$ cat src/rtl/sync_word_lock.sv
// Sync word detector and frame aligner.
// Hunts for a sync word of either polarity, confirms it at the frame period,
// then forwards polarity-corrected payload words while tracking lost sync slots.
module sync_word_lock #(
    parameter int                 WIDTH      = 8,
    parameter logic [WIDTH-1:0]   PATTERN    = 8'hA5,
    parameter int                 FRAME_LEN  = 4,
    parameter int                 LOCK_CNT   = 3,
    parameter int                 UNLOCK_CNT = 2
) (
    input  logic             clk,
    input  logic             rst_n,
    input  logic             din_valid,
    input  logic [WIDTH-1:0] din,
    output logic [WIDTH-1:0] dout,
    output logic             dout_valid,
    output logic             sof,
    output logic             locked,
    output logic             inverted,
    output logic             lock_lost
);

    localparam int PW = $clog2(FRAME_LEN);
    localparam int HW = $clog2(LOCK_CNT + 1);
    localparam int MW = $clog2(UNLOCK_CNT + 1);

    localparam logic [PW-1:0] POS_ZERO  = {PW{1'b0}};
    localparam logic [PW-1:0] POS_ONE   = PW'(1);
    localparam logic [PW-1:0] POS_LAST  = PW'(FRAME_LEN - 1);
    localparam logic [HW-1:0] HIT_ZERO  = {HW{1'b0}};
    localparam logic [HW-1:0] HIT_ONE   = HW'(1);
    localparam logic [HW-1:0] HIT_LAST  = HW'(LOCK_CNT - 1);
    localparam logic [MW-1:0] MISS_ZERO = {MW{1'b0}};
    localparam logic [MW-1:0] MISS_ONE  = MW'(1);
    localparam logic [MW-1:0] MISS_LAST = MW'(UNLOCK_CNT - 1);

    typedef enum logic [1:0] {
        ST_HUNT    = 2'd0,
        ST_CONFIRM = 2'd1,
        ST_LOCKED  = 2'd2
    } state_t;

    state_t           state_q, state_d;
    logic [PW-1:0]    pos_q, pos_d;
    logic [HW-1:0]    hit_cnt_q, hit_cnt_d;
    logic [MW-1:0]    miss_cnt_q, miss_cnt_d;
    logic             pol_q, pol_d;
    logic [WIDTH-1:0] dout_q, dout_d;
    logic             dout_valid_q, dout_valid_d;
    logic             sof_q, sof_d;
    logic             locked_q, locked_d;
    logic             inverted_q, inverted_d;
    logic             lock_lost_q, lock_lost_d;

    logic             hit_t_s, hit_i_s, match_s, same_s;
    logic [PW-1:0]    pos_inc_s;

    // Decode the incoming word against both polarities and compute the wrapped next position.
    always_comb begin
        hit_t_s   = (din == PATTERN);
        hit_i_s   = (din == ~PATTERN);
        match_s   = hit_t_s | hit_i_s;
        same_s    = pol_q ? hit_i_s : hit_t_s;
        pos_inc_s = (pos_q == POS_LAST) ? POS_ZERO : (pos_q + POS_ONE);
    end

    // Next-state logic: alignment FSM, counters, polarity and payload forwarding.
    always_comb begin
        state_d      = state_q;
        pos_d        = pos_q;
        hit_cnt_d    = hit_cnt_q;
        miss_cnt_d   = miss_cnt_q;
        pol_d        = pol_q;
        dout_d       = dout_q;
        dout_valid_d = 1'b0;
        sof_d        = 1'b0;
        locked_d     = locked_q;
        inverted_d   = inverted_q;
        lock_lost_d  = 1'b0;

        if (din_valid) begin
            case (state_q)
                ST_HUNT: begin
                    if (match_s) begin
                        pol_d     = hit_i_s;
                        hit_cnt_d = HIT_ONE;
                        pos_d     = POS_ONE;
                        if (LOCK_CNT == 1) begin
                            state_d    = ST_LOCKED;
                            locked_d   = 1'b1;
                            inverted_d = hit_i_s;
                            miss_cnt_d = MISS_ZERO;
                        end else begin
                            state_d = ST_CONFIRM;
                        end
                    end else begin
                        state_d = ST_HUNT;
                    end
                end
                ST_CONFIRM: begin
                    pos_d = pos_inc_s;
                    if (pos_q == POS_ZERO) begin
                        if (same_s) begin
                            if (hit_cnt_q >= HIT_LAST) begin
                                state_d    = ST_LOCKED;
                                locked_d   = 1'b1;
                                inverted_d = pol_q;
                                miss_cnt_d = MISS_ZERO;
                                hit_cnt_d  = HIT_ZERO;
                            end else begin
                                hit_cnt_d = hit_cnt_q + HIT_ONE;
                            end
                        end else if (match_s) begin
                            // Opposite polarity: restart confirmation on this word.
                            pol_d     = hit_i_s;
                            hit_cnt_d = HIT_ONE;
                            pos_d     = POS_ONE;
                        end else begin
                            state_d   = ST_HUNT;
                            hit_cnt_d = HIT_ZERO;
                            pos_d     = POS_ZERO;
                        end
                    end else begin
                        state_d = ST_CONFIRM;
                    end
                end
                ST_LOCKED: begin
                    pos_d = pos_inc_s;
                    if (pos_q == POS_ZERO) begin
                        if (same_s) begin
                            miss_cnt_d = MISS_ZERO;
                        end else if (miss_cnt_q >= MISS_LAST) begin
                            state_d     = ST_HUNT;
                            locked_d    = 1'b0;
                            inverted_d  = 1'b0;
                            lock_lost_d = 1'b1;
                            miss_cnt_d  = MISS_ZERO;
                            hit_cnt_d   = HIT_ZERO;
                            pos_d       = POS_ZERO;
                        end else begin
                            miss_cnt_d = miss_cnt_q + MISS_ONE;
                        end
                    end else begin
                        dout_d       = din ^ {WIDTH{pol_q}};
                        dout_valid_d = 1'b1;
                        sof_d        = (pos_q == POS_ONE);
                    end
                end
                default: begin
                    state_d    = ST_HUNT;
                    pos_d      = POS_ZERO;
                    hit_cnt_d  = HIT_ZERO;
                    miss_cnt_d = MISS_ZERO;
                    locked_d   = 1'b0;
                    inverted_d = 1'b0;
                end
            endcase
        end else begin
            state_d = state_q;
        end
    end

    // State and output registers with asynchronous active-low reset.
    always_ff @(posedge clk or negedge rst_n) begin
        if (!rst_n) begin
            state_q      <= ST_HUNT;
            pos_q        <= POS_ZERO;
            hit_cnt_q    <= HIT_ZERO;
            miss_cnt_q   <= MISS_ZERO;
            pol_q        <= 1'b0;
            dout_q       <= {WIDTH{1'b0}};
            dout_valid_q <= 1'b0;
            sof_q        <= 1'b0;
            locked_q     <= 1'b0;
            inverted_q   <= 1'b0;
            lock_lost_q  <= 1'b0;
        end else begin
            state_q      <= state_d;
            pos_q        <= pos_d;
            hit_cnt_q    <= hit_cnt_d;
            miss_cnt_q   <= miss_cnt_d;
            pol_q        <= pol_d;
            dout_q       <= dout_d;
            dout_valid_q <= dout_valid_d;
            sof_q        <= sof_d;
            locked_q     <= locked_d;
            inverted_q   <= inverted_d;
            lock_lost_q  <= lock_lost_d;
        end
    end

    assign dout       = dout_q;
    assign dout_valid = dout_valid_q;
    assign sof        = sof_q;
    assign locked     = locked_q;
    assign inverted   = inverted_q;
    assign lock_lost  = lock_lost_q;

endmodule

$ cat config.mk
export PLATFORM = sky130hd
export DESIGN_NAME = sync_word_lock
export DESIGN_NICKNAME = d
export VERILOG_FILES = /design/src/rtl/sync_word_lock.sv
export SDC_FILE = /design/constraint.sdc
export NUM_CORES = 1
export LEC_CHECK = 0
export CORE_ASPECT_RATIO = 1.25
export CORE_MARGIN = 2
export CORE_UTILIZATION = 37
export CTS_CLUSTER_SIZE = 24
export DETAILED_ROUTE_END_ITERATION = 8
export PLACE_DENSITY = 0.66
export RECOVER_POWER = 100
export SYNTH_ARGS = -nofsm -noshare
export SYNTH_HDL_FRONTEND = slang
export SYNTH_SLANG_ARGS = --single-unit
export TNS_END_PERCENT = 1
$ cat constraint.sdc
create_clock -name clk -period 4.7 [get_ports clk]
set_input_delay 0.94 -clock clk [delete_from_list [all_inputs] [get_ports clk]]
set_output_delay 0.94 -clock clk [all_outputs]
set_load 0.05 [all_outputs]
# After elaboration in Yosys (flattened, before gate mapping)
# Index checks and enable logic that the tools add are counted.
# classes
add_sub_neg	3
n_lt_le_gt_ge	2
eq_ne	16
mux	55
n_bitwise	4
n_reduce_logical	10
# op_table
operator	count
$mux W2	23
$mux W1	25
$pmux W2 S3	4
$reduce_and A6 Y1	3
$ne A2 B2 Y1 const B	8
$eq A8 B7 Y1 const B	1
$eq A8 B8 Y1 const B	1
$ne A4 B4 Y1 const B	2
$reduce_and A8 Y1	1
$xor A8 B8 Y8	1
$add A2 B1 Y2 const B	3
$pmux W1 S3	2
$eq A2 B1 Y1 const B	2
$eq A2 B2 Y1 const B	2
$logic_not A2 Y1	2
$reduce_and A4 Y1	1
$reduce_and A3 Y1	1
$ge A2 B1 Y1 const B	1
$ge A2 B2 Y1 const B	1
$not A1 Y1	2
$pmux W1 S2	1
$reduce_and A2 Y1	1
$reduce_bool A2 Y1	1
$or A1 B1 Y1	1
# word_totals
ff_bits	22
inputBits	11
output_inout_bits	13
elab_cells	101

# Logic depth before layout (Yosys ltp)
# logic_depth
ltp_word	6
mapped_depth	8

# Worst setup path before layout
# Ideal clock, no wire load.
# synth_timing
kind	input-to-reg
start	input port din[0]
end	register hit_cnt_q[1]
setup_ps	125
t_arrival_ps	2050
setup_slack_ps	2525
stages	5
n_path_buf	0
path_cell_list	and4bb_2 -> and2_1 -> a21oi_1 -> a221oi_2 -> mux2_2
# synth_via
elab_chain_len	5
# synth_rtl
item	line_no	source
start: declaration	14	input logic [WIDTH-1:0] din,
$eq A8 B8 Y1 / $eq A8 B7 Y1 (equally long branches)	60, 61	
$mux W1	63	same_s = pol_q ? hit_i_s : hit_t_s;
$mux W2	103	if (same_s) begin
$mux W2	102	if (pos_q == POS_ZERO) begin
$pmux W2 S3	82	case (state_q)
end signal: assignment	180	hit_cnt_q <= hit_cnt_d;
end: declaration	45	logic [HW-1:0] hit_cnt_q, hit_cnt_d;
# Several ways; a longest one is shown, not always the timed one. The select of a mux whose other input is x is not followed.
# A chain may end at the register's enable or synchronous reset.

# Worst setup path after layout
# layout_timing
start	input port din_valid
end	register hit_cnt_q[1]
# layout_via
elab_chain_len	1
# layout_rtl
item	line_no	source
start: declaration	13	input logic din_valid,
$reduce_and A6 Y1 (no line)	--	
# Every way passes these cells.

==> impl_metrics.json <==
{
  "status": "completed",
  "hold_viol": 0,
  "synth_mux_area_share_pct": 3.38,
  "synthArstFlopShare_pct": 100,
  "timing.critical_path.fanout_max": 15,
  "initial_core_util_pct": 39.0,
  "yosys_warnings": 0,
  "coreArea_mm2": 0.00351,
  "yosys.area_share.simple_pct": 23.8,
  "synth_edf_count": 0,
  "routed_wl_um": 3080,
  "antenna_left": 0,
  "htreeDepth": 1,
  "die_h_um": 72.1,
  "antenna_found_initial": 0,
  "grt_setup_unrepaired": "false",
  "setup_viol": 0,
  "use_met3_pct": 2.50,
  "synth_area_leaders": "dfrtp_1 (40%), xnor2_1 (5.1%), a21oi_1 (4.4%), and4bb_2 (3.6%), ha_1 (3.6%)",
  "rows": 24,
  "cts.repair.resized": 0,
  "period_needed_ns": 2.96,
  "cts_tree": "built",
  "synth_compound_area_share_pct": 19.5,
  "peakVddDrop_mv": 0.235,
  "synth-adder-area-share_pct": 3.65,
  "post_synth_instance_area_mm2": 0.00137,
  "drt-initial-drc-count": 44,
  "fill_cells": 356,
  "fmax_ghz": 0.338,
  "r2r_slack_ns": 2.39,
  "grt_overflow": 0,
  "cp.arrival_ns": 3.11,
  "cts.path.max_buffers": 2,
  "grt_max_degree": 23,
  "worst_pin_slew_ns": 1.02,
  "postSynthAreaPerCell_um2": 9.52,
  "start_kind": "input port",
  "finalNetCount": 179,
  "die_x_um": 58.5,
  "viasPerCell": 5.72,
  "grt_pass1_wl_um": 4860,
  "dp_slack_ns": 1.73,
  "synth_top_family_by_area": "simple AND/OR/NAND/NOR gates",
  "crit_required_ns": 4.85,
  "netlist.area_leader.share_pct": 40.1,
  "yosysTopAreaCell": "dfrtp_1",
  "syn-num-nets": 159,
  "use_met1_pct": 16.7,
  "gr-usage-all-layers_pct": 15.0,
  "gp_congestion": 0.833,
  "insertion_delay_ns": 0.27,
  "synth-seq-area-share_pct": 40.1,
  "ctsRootBufferMaster": "clkbuf_8",
  "hold_path_class": "register to register",
  "tns_ns": 0,
  "synth_ff_type": "dfrtp_1",
  "synth-xor-area-share_pct": 5.11,
  "p_leak_nw": 0.721,
  "num_vias": 1156,
  "ys_ff_latch": 22,
  "busiest_layer": "met2",
  "synthCells": 144,
  "first_pass_iters": 4,
  "clock_sinks": 22,
  "fin_skew_ns": 0.0108,
  "drc_errors": 0,
  "synth_cell_type_count": 44,
  "clk_pin_slew_worst_paths_ns": 0.09,
  "cts_setup_buffers": 0,
  "cts_buffers": 3,
  "final-max-slew-violation-count": 0,
  "grt_pass1_vias": 1134,
  "hpwlAfterDp_um": 2300,
  "wl_per_cell_um": 15.2,
  "setup_ws_ns": 1.74,
  "port_buffers": 23,
  "n_antenna_cell": 0,
  "die-area_mm2": 0.00421,
  "hold_buffers": 0,
  "grtUsageMet2_pct": 27.5,
  "drive_above_1_share_pct": 8.59,
  "maxCapViolations": 0,
  "crit_type": "input port to register",
  "fin_crit_sh_pct": 62.9,
  "ios": 24,
  "relSlewSlack_pct": 31.6,
  "powerDensity_mw_per_mm2": 435,
  "area_growth_pct": 19.3,
  "cp-end-kind": "register"
}
-- synthesized netlist by cell type (2+ instances only) --
cell / instances
o21ai_0: 7
dfrtp_1: 22
and3_1: 4
and4bb_2: 4
a31oi_1: 2
o221ai_1: 2
nand2b_1: 3
nor2b_1: 3
buf_2: 5
nand2_1: 13
ha_1: 4
inv_1: 6
xnor2_1: 8
mux2i_1: 2
nor2_1: 10
nor3_1: 2
clkbuf_1: 2
a21oi_1: 12
nand4_1: 3
nand3_1: 6
-- flip-flops by register name (all words and copies together), names as in the netlist --
signal / cells
pol_q: 1
state_q: 2
dout_valid: 1
inverted: 1
pos_q: 2
sof: 1
locked: 1
miss_cnt_q: 2
hit_cnt_q: 2
dout: 8
lock_lost: 1
-- critical path, stage by stage --
cell,delay (ns)
dlygate4sd3_1,0.83
inv_1,0.18
a21oi_1,0.30
o21ai_0,0.14
a221oi_1,0.35
mux2_2,0.38
-- placed cells by master (no fill, tap or decap), drive strengths merged, types with 6 or more instances in the layout --
cell / synthesis / routed
inv: 6 / 6
o21ai: 7 / 7
clkdlybuf4s50: 0 / 7
dlygate4sd3: 0 / 16
nand2: 14 / 14
dfrtp: 22 / 22
nor2: 11 / 11
nand3: 6 / 6
a21oi: 13 / 13
xnor2: 8 / 8
-- through the flow --
stage                     instances  power [mW]  util [%]  area, um2  hold slack, ns
final                           202       0.712      46.6       1640           0.520
after CTS                       202       0.733      47.9       1680           0.521
after detailed placement        198       0.552      45.9       1610           0.498
after floorplan                 144       0.471         -       1370           0.481
after global placement          198       0.546      45.9       1610           0.491
after global routing            202       0.750      46.6       1640           0.533
-- power breakdown --
| group | switching [mW] | total, mW | internal [mW] |
|---|---|---|---|
| logic | 0.166 | 0.274 | 0.108 |
| registers | 0.0349 | 0.259 | 0.224 |
| clock network | 0.0651 | 0.179 | 0.114 |
| total | 0.266 | 0.712 | 0.446 |
-- path summary, 6_finish.rpt --
kind | depth (start not counted) | to | start
setup / recovery | 6 | hit_cnt_q[1] | din_valid
hold / removal | 1 | miss_cnt_q[0] | miss_cnt_q[0]
setup reg to reg | 4 | dout[4] | state_q[1]
hold reg to reg | 1 | miss_cnt_q[0] | miss_cnt_q[0]
max in group asynchronous | 1 | dout[6] | rst_n
min in group asynchronous | 1 | pos_q[1] | rst_n
-- cell type report --
cell class	instances	area, um2	area share [%]
inverters	6	22.5	1.38
flip-flops and latches	22	551	33.6
repair buffers	23	230	14.1
clock buffers	3	41.3	2.52
multi-input cells	108	713	43.6
well taps	39	48.8	2.98
clock inverters	1	30.0	1.83
-- per-layer routing --
layer	routed length (um)	vias to the layer above	part of all wire [%]
met3	206	11	6.7
met1	1280	539	42
met5	0	-	0
li1	-	559	-
met2	1520	47	49
met4	72	0	2.3
-- cell families after synthesis --
family                   count (synthesis)
AND/OR/NAND/NOR                         57
flip-flops                              22
AO/OA/AOI/OAI                           35
adder cells (fa/ha/maj)                  4
buffers and inverters                   14
XOR/XNOR                                 8
multiplexers                             4
No activity file was read; power rests on OpenSTA's default activity.
